$ cat config.mk
export PLATFORM = sky130hd
export DESIGN_NAME = sr_puf_array
export DESIGN_NICKNAME = d
export VERILOG_FILES = /design/src/rtl/sr_puf_pkg.sv /design/src/rtl/sr_puf_sync.sv /design/src/rtl/sr_puf_array.sv
export SDC_FILE = /design/constraint.sdc
export NUM_CORES = 1
export LEC_CHECK = 0
export ABC_AREA = 1
export CORE_ASPECT_RATIO = 0.6
export CORE_MARGIN = 2
export CORE_UTILIZATION = 45
export DETAILED_ROUTE_END_ITERATION = 7
export GPL_TIMING_DRIVEN = 0
export PLACE_DENSITY = 0.76
export RECOVER_POWER = 100
export SETUP_SLACK_MARGIN = 0.02
export SLEW_MARGIN = 25
export SYNTH_ARGS = -nofsm -noshare
export SYNTH_HDL_FRONTEND = slang
export SYNTH_SLANG_ARGS = --single-unit
$ cat constraint.sdc
create_clock -name clk -period 9.9 [get_ports clk]
set_clock_uncertainty 0.2 [all_clocks]
set_input_delay 1.98 -clock clk [delete_from_list [all_inputs] [get_ports clk]]
set_output_delay 1.98 -clock clk [all_outputs]
set_load 0.01 [all_outputs]
$ cat src/rtl/sr_puf_pkg.sv
// sr_puf_pkg: shared types and constants for the SR-latch PUF array.
// Holds the controller state encoding and the vote-counter width helper.
package sr_puf_pkg;

    typedef enum logic [2:0] {
        IDLE,
        EXCITE,
        SETTLE,
        SAMPLE,
        DONE
    } state_t;

    // Bits needed to count 0..n votes.
    function automatic int unsigned vote_width(input int unsigned n);
        return $clog2(n + 1);
    endfunction

endpackage

$ cat src/rtl/sr_puf_sync.sv
// sr_puf_sync: parametrised-width two-flop synchronizer for the raw
// asynchronous latch outputs. Asynchronous active-high reset clears both stages.
module sr_puf_sync #(
    parameter int unsigned WIDTH = 8
) (
    input  logic             i_clk,
    input  logic             i_rst,
    input  logic [WIDTH-1:0] i_d,
    output logic [WIDTH-1:0] o_q
);

    logic [WIDTH-1:0] r_meta;
    logic [WIDTH-1:0] r_sync;

    // Two back-to-back capture stages.
    always_ff @(posedge i_clk or posedge i_rst) begin
        if (i_rst) begin
            r_meta <= '0;
            r_sync <= '0;
        end else begin
            r_meta <= i_d;
            r_sync <= r_meta;
        end
    end

    assign o_q = r_sync;

endmodule

$ cat src/rtl/sr_puf_array.sv
// sr_puf_array: controller for an array of external SR-latch PUF cells.
// Each response is a per-cell majority vote over NUM_EVALS evaluations of
// excite -> settle -> sample. Optional macro SR_PUF_STABILITY_EN adds the
// registered 'unstable' output flagging cells whose votes were not unanimous.
module sr_puf_array
    import sr_puf_pkg::*;
#(
    parameter int unsigned NUM_CELLS     = 32,
    parameter int unsigned NUM_EVALS     = 5,
    parameter int unsigned EXCITE_CYCLES = 2,
    parameter int unsigned SETTLE_CYCLES = 4
) (
    input  logic                 clk,
    input  logic                 rst,
    input  logic                 start,
    output logic                 excite,
    input  logic [NUM_CELLS-1:0] cell_out,
    output logic                 busy,
    output logic                 resp_valid,
    input  logic                 resp_ready,
    output logic [NUM_CELLS-1:0] response
`ifdef SR_PUF_STABILITY_EN
    ,
    output logic [NUM_CELLS-1:0] unstable
`endif
);

    localparam int unsigned VW    = vote_width(NUM_EVALS);
    localparam int unsigned PMAX  = (EXCITE_CYCLES > SETTLE_CYCLES) ? EXCITE_CYCLES : SETTLE_CYCLES;
    localparam int unsigned CW    = $clog2(PMAX + 1);

    localparam logic [CW-1:0] EXC_LAST = CW'(EXCITE_CYCLES - 1);
    localparam logic [CW-1:0] SET_LAST = CW'(SETTLE_CYCLES - 1);
    localparam logic [VW-1:0] EV_LAST  = VW'(NUM_EVALS - 1);
    localparam logic [VW-1:0] V_HALF   = VW'(NUM_EVALS / 2);

    state_t                r_state;
    state_t                w_next;
    logic [CW-1:0]         r_phase;
    logic [VW-1:0]         r_evals;
    logic [VW-1:0]         r_vote    [NUM_CELLS];
    logic [VW-1:0]         w_vote_nx [NUM_CELLS];
    logic [NUM_CELLS-1:0]  w_sync;
    logic [NUM_CELLS-1:0]  r_response;
    logic                  w_last_sample;

    sr_puf_sync #(
        .WIDTH (NUM_CELLS)
    ) u_sync (
        .i_clk (clk),
        .i_rst (rst),
        .i_d   (cell_out),
        .o_q   (w_sync)
    );

    // State register.
    always_ff @(posedge clk or posedge rst) begin
        if (rst) begin
            r_state <= IDLE;
        end else begin
            r_state <= w_next;
        end
    end

    // Next-state logic and state-decoded outputs.
    always_comb begin
        w_next     = r_state;
        excite     = 1'b0;
        busy       = 1'b1;
        resp_valid = 1'b0;
        case (r_state)
            IDLE: begin
                busy = 1'b0;
                if (start) w_next = EXCITE;
            end
            EXCITE: begin
                excite = 1'b1;
                if (r_phase == EXC_LAST) w_next = SETTLE;
            end
            SETTLE: begin
                if (r_phase == SET_LAST) w_next = SAMPLE;
            end
            SAMPLE: begin
                w_next = (r_evals == EV_LAST) ? DONE : EXCITE;
            end
            DONE: begin
                resp_valid = 1'b1;
                if (resp_ready) w_next = IDLE;
            end
            default: begin
                w_next = IDLE;
                busy   = 1'b0;
            end
        endcase
    end

    // Cycle counter within EXCITE/SETTLE; restarts on every state change.
    always_ff @(posedge clk or posedge rst) begin
        if (rst) begin
            r_phase <= '0;
        end else if (w_next != r_state) begin
            r_phase <= '0;
        end else if (r_state == EXCITE || r_state == SETTLE) begin
            r_phase <= r_phase + 1'b1;
        end
    end

    // Vote totals including the current sample, used both for the counter
    // update and for the final majority so DONE entry sees all evaluations.
    always_comb begin
        for (int unsigned i = 0; i < NUM_CELLS; i++) begin
            w_vote_nx[i] = r_vote[i] + VW'(w_sync[i]);
        end
    end

    assign w_last_sample = (r_state == SAMPLE) && (r_evals == EV_LAST);

    // Vote/evaluation counters and the majority-voted response register.
    always_ff @(posedge clk or posedge rst) begin
        if (rst) begin
            r_evals    <= '0;
            r_response <= '0;
            for (int unsigned i = 0; i < NUM_CELLS; i++) r_vote[i] <= '0;
        end else if (r_state == IDLE && start) begin
            r_evals <= '0;
            for (int unsigned i = 0; i < NUM_CELLS; i++) r_vote[i] <= '0;
        end else if (r_state == SAMPLE) begin
            r_evals <= r_evals + 1'b1;
            for (int unsigned i = 0; i < NUM_CELLS; i++) begin
                r_vote[i] <= w_vote_nx[i];
                if (w_last_sample) r_response[i] <= (w_vote_nx[i] > V_HALF);
            end
        end
    end

    assign response = r_response;

`ifdef SR_PUF_STABILITY_EN
    localparam logic [VW-1:0] V_ALL = VW'(NUM_EVALS);
    logic [NUM_CELLS-1:0] r_unstable;

    // Non-unanimous cells, latched alongside the response.
    always_ff @(posedge clk or posedge rst) begin
        if (rst) begin
            r_unstable <= '0;
        end else if (w_last_sample) begin
            for (int unsigned i = 0; i < NUM_CELLS; i++) begin
                r_unstable[i] <= (w_vote_nx[i] != '0) && (w_vote_nx[i] != V_ALL);
            end
        end
    end

    assign unstable = r_unstable;
`endif

endmodule
==> results of run 1 <==
-- cells in the final DEF (no fill, tap or decap) --
| cell type | n |
|---|---|
| buf_2 | 14 |
| xor2_1 | 1 |
| ha_1 | 69 |
| clkdlybuf4s50_1 | 1 |
| o21ai_1 | 1 |
| o21ai_0 | 39 |
| clkbuf_2 | 1 |
| nand4_1 | 2 |
| a21oi_1 | 1 |
| clkinvlp_2 | 1 |
| clkinv_2 | 2 |
| a31oi_1 | 33 |
| clkbuf_1 | 26 |
| nand3_1 | 103 |
| nand2_1 | 176 |
| nor2_1 | 38 |
| o21a_1 | 1 |
| buf_16 | 2 |
| inv_1 | 15 |
| xnor2_1 | 33 |
| dlygate4sd3_1 | 69 |
| clkbuf_8 | 6 |
| dfrtp_1 | 201 |
| nor2_2 | 2 |
| clkbuf_16 | 19 |
| buf_6 | 3 |
-- worst max-delay path by stage --
stage / end / slack (ns) / startpoint
final: busy / 5.01 / r_state[2]
after global routing: busy / 4.82 / r_state[2]
after CTS: busy / 5.32 / r_state[2]
after detailed placement: busy / 5.85 / r_state[2]
after global placement: response[20] / -0.28 / rst
after floorplan: r_evals[0] / 2.24 / rst
-- area by class of cell --
cell class / instances / area [um^2]
plain buffers: 39 / 188
clock buffers: 30 / 577
multi-input cells: 499 / 2920
flip-flops and latches: 201 / 5030
repair buffers: 72 / 756
fillers: 1549 / 8130
clock inverters: 2 / 10.0
inverters: 16 / 61.3
well taps: 240 / 300
-- per-stage QoR --
stage / setup TNS, ns / hold WS (ns) / power, uW / instance area (um^2)
2_1_floorplan: 0 / 0.131 / 1570 / 8230
3_3_place_gp: -51.57 / 0.132 / 1850 / 9230
3_5_place_dp: 0 / 0.135 / 1890 / 9290
4_1_cts: 0 / 0.149 / 2600 / 9880
5_1_grt: 0 / 0.156 / 2730 / 9850
6_report: 0 / 0.146 / 2540 / 9850
-- sequential cells by signal (all words and copies together) (netlist names) --
name           flops
r_phase            3
r_evals            3
u_sync.o_q        32
response          32
u_sync.r_meta     32
r_state            3
r_vote            96
-- cells by family after synthesis --
group | Yosys count
DFF | 201
and+or+nand+nor | 321
buffers and inverters | 55
adders and majority gates | 69
xor gates and xnor gates | 34
AOI/OAI and AO/OA | 75
-- power by group through the flow --
stage          clock network (uW)  logic (uW)  registers (uW)
2_1_floorplan                   0         456            1120
3_3_place_gp                    0         738            1120
3_5_place_dp                    0         772            1120
4_1_cts                       713         781            1110
5_1_grt                       748         855            1130
6_report                      693         744            1110
-- layer usage --
| metal | part of all wire (%) | GRT usage, % | up-vias |
|---|---|---|---|
| met5 | 0 | 0 | - |
| met4 | 1.5 | 3.66 | 0 |
| met3 | 5.6 | 3.38 | 23 |
| met2 | 44 | 29.2 | 145 |
| met1 | 48 | 28.2 | 2764 |
| li1 | - | - | 2724 |
==> reports/qor.yml, run 1 <==
floorplanning:
  die_h_um: 109
  core_um2: 18000
  dieWidth_um: 179
  start_util_pct: 45.8
  rows: 38
  pin_count: 71
  die_area_um2: 19400
route:
  postRouteAntennaNets: 0
  via_per_inst: 5.15
  num_vias: 5656
  drcViolationCount: 0
  drtIter0Drc: 440
  first_pass_iters: 5
  drt_wl_total_um: 17100
  avgRoutedWirePerCell_um: 15.5
sta:
  setup_viol: 0
  worst_pin_slew_ns: 0.710
  achievable-frequency_mhz: 205
  post-route-period-util_pct: 49.4
  slew_headroom_pct: 52.4
  layout_setup_ws_ns: 5.01
  min_period_ns: 4.89
  drv_slew: 0
  rsz0062_at_grt: "false"
  hold_viol: 0
worst_setup_path:
  cp_num_buf_inv: 4
  crit_required_ns: 7.72
  rr_worst_depth: 6
  arrival_ns: 2.71
  cp_num_cells: 6
  cp_cell_sequence: "inv_1, nand3_1, clkbuf_1, buf_2, nand4_1, clkdlybuf4s50_1"
  crit_fanout: 10
  crit_type: "reg2out"
  startpoint_type: "register"
  r2r_slack_ns: 7.31
  slowest_stage: "clkdlybuf4s50_1"
  path_delay_family: "buffers and inverters"
  r2r-end: "response[22]"
  rr_startpoint: "r_state[2]"
  slowest_delay_ns: 0.49
  setup.worst_path.end_class: "output port"
synth:
  netlist_top_cells_area: "dfrtp_1 61%, ha_1 10%, nand2_1 8.0%, nand3_1 6.1%, xnor2_1 3.5%"
  synth_edf_count: 0
  synth_compound_area_share_pct: 5.10
  synth_most_common_cell: "dfrtp_1"
  ys.flop_type: "dfrtp_1"
  ys_types: 23
  synth_simple_gate_area_share_pct: 16.5
  syn_area_per_cell_um2: 10.9
  synth_nets: 860
  synth-seq-cells: 201
  synth.top_cells.by_count: "201 x dfrtp_1, 176 x nand2_1, 101 x nand3_1"
  async_flop_share_pct: 100
  synth-xor-area-share_pct: 3.62
  synth.mux.area_fraction_pct: 0
  yosys.area.top_type: "dfrtp_1"
  yosysSeqAreaShare_pct: 61.1
  synth_top_family_by_area: "simple AND/OR/NAND/NOR gates"
  yosys_warnings: 0
  synth_area_um2: 8230
  syn_inst: 755
  synth_top_area_share_pct: 61.1
  synth_fa_ha_area_share_pct: 10.5
hold_path:
  holdPathStages: 0
  holdPathEnd: "u_sync.o_q[20]"
  min_path_type: "reg2reg"
  hp-start: "u_sync.r_meta[20]"
cells_and_area:
  area_growth_pct: 19.7
  n_antenna_cell: 0
  drive_above_1_share_pct: 5.82
  nNetsFinal: 953
  layout.cells.non_filler: 1099
  finalCoreUtilization_pct: 54.8
pwr:
  peakVddDrop_mv: 0.118
  p_leak_uw: 0.00495
  p_per_area_nw_per_um2: 258
  seq_power_share_pct: 43.5
  p_clk_share_pct: 27.2
  p_switching_uw: 849
  switching_share_pct: 33.4
  intPower_uw: 1690
  combinationalPowerShare_pct: 29.3
clock_network:
  clock-sinks: 201
  cts-root-buf: "clkbuf_16"
  clk_path_buf_depth: 3
  cts_tree: "built"
  htreeDepth: 1
  postCtsSetupRepairBufs: 0
  clk_pin_slew_ns: 0.06
  numCtsBuffers: 19
  hold_buffers: 0
  cts_resized: 0
  clock_latency_ns: 0.48
placed_design:
  dpl.hpwl_um: 11500
  port-buffer-count: 70
  placedCellCount: 1067
  post-place-ws_ns: 5.85
  finalWeightedCongestion: 0.809
job:
  drv_cap: 0
global_route:
  grt_pass1_vias: 5762
  antenna_found_initial: 0
  track_usage_pct: 18.9
  grt_overflow: 0
  grt_pass1_wl_um: 29000
  grt_start_max_net_pins: 95
status:
  status: "complete, no violations"
(Power assumes the default switching activity.)
==> run 2, diff against run 1 <==
Clock period 9.9 ns to 4.85 ns, I/O delays scaled along.
==> run 2 against run 1 <==
Effect of this change: the flow now finishes with violations (capacitance limit, slew limit); design area increased by 1.1%; total power is 110% higher; via count is 0.65% higher; sequential power grew 100%; first-iteration DRC count is 5.0% higher; clock-buffer cell count increased by 3; register-to-register slack worse by 5.1 ns; final cell count is 0.64% higher; hold slack worse by 0.0021 ns; die area unchanged.
==> reports/qor.yml, run 2 (synthesis gave the netlist of run 1 again) <==
status:
  status: "finished, violations left"
  failed_checks: "capacitance limit, slew limit"
worst_setup_path:
  crit_fanout: 10  # unchanged
  startpoint_type: "register"
  crit_start: "r_state[2]"
  slowest_delay_ns: 0.50  # about the same
  arrival_ns: 2.78  # +0.07 ns
  cp_num_buf_inv: 4  # unchanged
  slowest_stage: "clkdlybuf4s50_1"
  crit_type: "reg2out"
  crit_required_ns: 3.68  # -4.04 ns
  cp_cell_sequence: "inv_1, nand3_1, clkbuf_1, buf_2, nand4_1, clkdlybuf4s50_1"
  endpoint: "busy"
  path_delay_family: "buffers and inverters"
  r2r-end: "response[12]"
  rr_startpoint: "r_state[2]"
  r2r_slack_ns: 2.20  # -5.11 ns
  setup.worst_path.end_class: "output port"
  rr_worst_depth: 6  # unchanged
  cp_num_cells: 6  # unchanged
sta:
  achievable-frequency_mhz: 253
  slew_headroom_pct: -13.2  # -66 points
  min_period_ns: 3.95
  layout_setup_ws_ns: 0.904  # -4.11 ns
  worst_pin_slew_ns: 1.70  # +0.988 ns
  final.setup.tns_ns: 0  # unchanged
  drv_slew: 29  # +29
  rsz0062_at_grt: "false"
  hold_viol: 0  # unchanged
  setup_viol: 0  # unchanged
  post-route-period-util_pct: 81.4
clock_network:
  htreeDepth: 1  # unchanged
  postCtsSetupRepairBufs: 0  # unchanged
  hold_buffers: 0  # unchanged
  clock-sinks: 201  # unchanged
  clock_latency_ns: 0.49  # about the same
  clk_pin_slew_ns: 0.06  # about the same
  cts-root-buf: "clkbuf_16"
  clk_path_buf_depth: 3  # unchanged
  numCtsBuffers: 20  # +1
  cts_resized: 0  # unchanged
  cts_tree: "built"
cells_and_area:
  n_antenna_cell: 0  # unchanged
  nFillCells: 1531  # -1.2%
  nNetsFinal: 959  # +0.63%
  most-common-layout-cells: "201 x dfrtp_1, 176 x nand2_1, 103 x nand3_1"
  drive_above_1_share_pct: 5.89  # +0.068 points
  layout_commonest_cell: "dfrtp_1"
  regMostFlops: "r_vote"
  largest_reg_flops: 96  # unchanged
  area_growth_pct: 20.9
global_route:
  grt_pass1_wl_um: 28700  # -1.2%
  antenna_found_initial: 0  # unchanged
  grt_start_max_net_pins: 32  # -66%
  track_usage_pct: 18.4  # -0.42 points
  grt_pass1_vias: 5711  # -0.89%
  grt_overflow: 0  # unchanged
floorplanning:
  die_h_um: 109  # unchanged
  die_area_um2: 19400  # unchanged
  rows: 38  # unchanged
  dieWidth_um: 179  # unchanged
  start_util_pct: 45.8  # unchanged
  core_um2: 18000  # unchanged
  pin_count: 71  # unchanged
route:
  drcViolationCount: 0  # unchanged
  first_pass_iters: 4  # -1
  drtIter0Drc: 462  # +5.0%
  postRouteAntennaNets: 0  # unchanged
  via_per_inst: 5.15  # about the same
  num_vias: 5693  # +0.65%
  drt_wl_total_um: 17000  # -0.43%
  avgRoutedWirePerCell_um: 15.4  # -1.1%
pwr:
  p_per_area_nw_per_um2: 528  # +100%
  peakVddDrop_mv: 0.269  # +130%
  p_leak_uw: 0.00499  # +0.91%
placed_design:
  port-buffer-count: 70  # unchanged
  post-place-ws_ns: 1.79  # -4.06 ns
  finalWeightedCongestion: 0.813  # +0.49%
  dpl.hpwl_um: 11700  # +1.5%
hold_path:
  holdPathStages: 0  # unchanged
  min_path_type: "reg2reg"
job:
  drv_cap: 1  # +1
[run 2: routing by layer]
layer | wire length [um] | vias up | global-route usage, % | part of all wire, %
li1 | - | 2736 | - | -
met1 | 8650 | 2820 | 28.2 | 51
met2 | 7300 | 105 | 27.7 | 43
met3 | 725 | 32 | 3.35 | 4.3
met4 | 315 | 0 | 3.77 | 1.9
met5 | 0 | - | 0 | 0
[run 2: how the worst min path moves through the flow]
stage / from / endpoint
4_1_cts: u_sync.r_meta[26] / u_sync.o_q[26]
3_3_place_gp: u_sync.r_meta[17] / u_sync.o_q[17]
5_1_grt: u_sync.r_meta[0] / u_sync.o_q[0]
3_5_place_dp: u_sync.r_meta[24] / u_sync.o_q[24]
6_report: u_sync.r_meta[23] / u_sync.o_q[23]
2_1_floorplan: u_sync.r_meta[0] / u_sync.o_q[0]
[run 2: cell type report]
cell class                      count  area [um^2]  share of cell area, %
Multi-Input combinational cell    499         2920                   29.4
Inverter                           16         61.3                  0.616
Sequential cell                   201         5030                   50.6
Tap cell                          240          300                   3.02
Clock buffer                       33          621                   6.24
Timing Repair Buffer               77          832                   8.36
Buffer                             39          179                   1.80
Clock inverter                      1         5.00                 0.0503
[run 2: report_power, final]
part / switching [uW] / total (uW) / internal [uW]
clock: 605 / 1470 / 868
sequential: 222 / 2260 / 2040
combinational: 910 / 1520 / 614
[run 2: stage by stage]
| stage | utilization [%] | hold WS [ns] | cell area (um^2) | power, uW | instances |
|---|---|---|---|---|---|
| after floorplan | - | 0.131 | 8230 | 3210 | 755 |
| after global placement | 51.4 | 0.133 | 9230 | 3780 | 1065 |
| after detailed placement | 52.2 | 0.135 | 9380 | 3870 | 1072 |
| after CTS | 55.7 | 0.148 | 10000 | 5360 | 1106 |
| after global routing | 55.4 | 0.152 | 9950 | 5630 | 1106 |
| final | 55.4 | 0.144 | 9950 | 5250 | 1106 |
[run 2: worst register-to-register path, cell delays in order, from the launching register on]
cell      delay [ns]
dfrtp_1         0.46
inv_1           0.16
nand3_1         0.25
nor2_1          0.23
clkbuf_1        0.49
clkbuf_1        0.55
a31oi_1         0.16
==> run 3, diff against run 2 <==
Settings changed: PLACE_DENSITY 0.76 to 0.78.
Clock period 4.85 ns to 3.4 ns, I/O delays scaled along.
==> run 3 against run 2 <==
Effect of this change: the flow now finishes without violations; routed wire length fell by 0.34%; via count shrank 0.35%; sequential cell count is the same; worst setup slack got worse by 0.76 ns; largest power group unchanged; hold slack worse by 0.0016 ns; critical path type unchanged; total power up 47%; utilization is 0.37 points higher; clock-buffer cell count down 10; sequential power up 42%; sequential share of layout area decreased by 0.33 points; first-iteration DRC count down 25%.
==> reports/qor.yml, run 3 (synthesis gave the netlist of run 1 again) <==
sta:
  achievable-frequency_mhz: 307
  rsz0062_at_grt: "false"
  post-route-period-util_pct: 95.7
  slew_headroom_pct: 10.1  # +23 points
  min_period_ns: 3.25
  setup_viol: 0  # unchanged
  drv_slew: 0  # -100%
  worst_pin_slew_ns: 1.34  # -0.357 ns
  hold_viol: 0  # unchanged
floorplanning:
  pin_count: 71  # unchanged
  dieWidth_um: 179  # unchanged
  core_um2: 18000  # unchanged
  die_area_um2: 19400  # unchanged
  rows: 38  # unchanged
  start_util_pct: 45.8  # unchanged
  die_h_um: 109  # unchanged
global_route:
  grt_pass1_wl_um: 28700  # +0.12%
  top_usage_layer: "met1"
  track_usage_pct: 18.6  # +0.18 points
  grt_overflow: 0  # unchanged
  use_met3_pct: 3.42  # +0.070 points
  antenna_found_initial: 0  # unchanged
  grt_pass1_vias: 5692  # -0.33%
  grt.met1_usage_pct: 28.4  # +0.26 points
  grtUsageMet2_pct: 27.6  # about the same
  grt_start_max_net_pins: 32  # unchanged
status:
  status: "complete, no violations"
pwr:
  p_leak_uw: 0.00503  # +0.67%
  p_per_area_nw_per_um2: 769  # +46%
  peakVddDrop_mv: 0.393  # +46%
  power.total_uw: 7700  # +47%
cells_and_area:
  nNetsFinal: 958  # -0.10%
  drive_above_1_share_pct: 6.83  # +0.94 points
  area_growth_pct: 21.7
  layout_commonest_cell: "dfrtp_1"
  most-common-layout-cells: "201 x dfrtp_1, 176 x nand2_1, 102 x nand3_1"
  layout.cells.non_filler: 1104  # -0.18%
  finalCoreUtilization_pct: 55.7  # +0.37 points
  regMostFlops: "r_vote"
  largest_reg_flops: 96  # unchanged
  postLayoutCellArea_um2: 10000  # +0.67%
  n_antenna_cell: 0  # unchanged
route:
  first_pass_iters: 4  # unchanged
  drcViolationCount: 0  # unchanged
  avgRoutedWirePerCell_um: 15.3  # -0.15%
  via_per_inst: 5.14  # -0.17%
  num_vias: 5673  # -0.35%
  postRouteAntennaNets: 0  # unchanged
  drtIter0Drc: 346  # -25%
  drt_wl_total_um: 16900  # -0.34%
worst_setup_path:
  slowest_delay_ns: 0.49  # about the same
  arrival_ns: 2.37  # -0.41 ns
  crit_fanout: 10  # unchanged
  slowest_stage: "clkdlybuf4s50_1"
  crit_type: "reg2out"
  path_delay_family: "buffers and inverters"
  setup.worst_path.end_class: "output port"
  cp_num_buf_inv: 4  # unchanged
  cp_cell_sequence: "inv_2, nand3_2, buf_2, clkbuf_4, nand4_1, clkdlybuf4s50_1"
  crit_required_ns: 2.52  # -1.16 ns
  startpoint_type: "register"
placed_design:
  placed_area_um2: 9390  # +0.16%
  dpl.hpwl_um: 11500  # -1.9%
  placedCellCount: 1072  # unchanged
  finalWeightedCongestion: 0.814  # +0.20%
  port-buffer-count: 70  # unchanged
clock_network:
  clk_path_buf_depth: 3  # unchanged
  clock-sinks: 201  # unchanged
  cts-root-buf: "clkbuf_16"
  numCtsBuffers: 19  # -5.0%
  htreeDepth: 1  # unchanged
  cts_tree: "built"
  clk_pin_slew_ns: 0.07  # about the same
  clock_latency_ns: 0.49  # about the same
hold_path:
  min_path_type: "reg2reg"
job:
  drv_cap: 0  # -1
## run 3: metal layers
layer  wire (um)  up-vias
met2        7290      117
li1            -     2731
met5           0        -
met4         309        0
met3         775       23
met1        8560     2802
## run 3: layout make-up
cell class | instances | area (um^2)
fillers | 1522 | 7960
flip-flops and latches | 201 | 5030
clock inverters | 9 | 154
inverters | 16 | 61.3
well taps | 240 | 300
plain buffers | 39 | 183
multi-input cells | 499 | 2920
repair buffers | 77 | 833
clock buffers | 23 | 531
## run 3: per-stage QoR
stage	hold WS (ns)	setup TNS (ns)	setup WS, ns
after floorplan	0.131	-16.55	-0.0823
after global placement	0.131	-318.81	-1.61
after detailed placement	0.135	0	0.605
after CTS	0.148	0	0.0824
after global routing	0.153	0	0.0529
final	0.143	0	0.148
## run 3: final timing paths
kind / start / to / slack (ns) / depth (start not counted)
setup / recovery: r_state[2] / busy / 0.15 / 6
min in group asynchronous: rst / u_sync.o_q[1] / 0.75 / 2
setup reg to reg: r_state[2] / response[14] / 0.92 / 6
hold reg to reg: u_sync.r_meta[1] / u_sync.o_q[1] / 0.14 / 0
max in group asynchronous: rst / r_vote[61] / 0.60 / 5
hold / removal: u_sync.r_meta[1] / u_sync.o_q[1] / 0.14 / 0
## run 3: report_power, final
part | internal, uW | total, uW | leakage, uW | switching (uW)
Sequential | 2900 | 3220 | 0.00262 | 315
Clock | 1420 | 2310 | 0.000332 | 895
Combinational | 874 | 2180 | 0.00207 | 1300
## run 3: what timing repair did
item / in CTS / in global routing
setup endpoints to repair: 0 / 1
gates resized for setup: 0 / 2
hold buffers: 0 / 0
setup buffers: 0 / 0
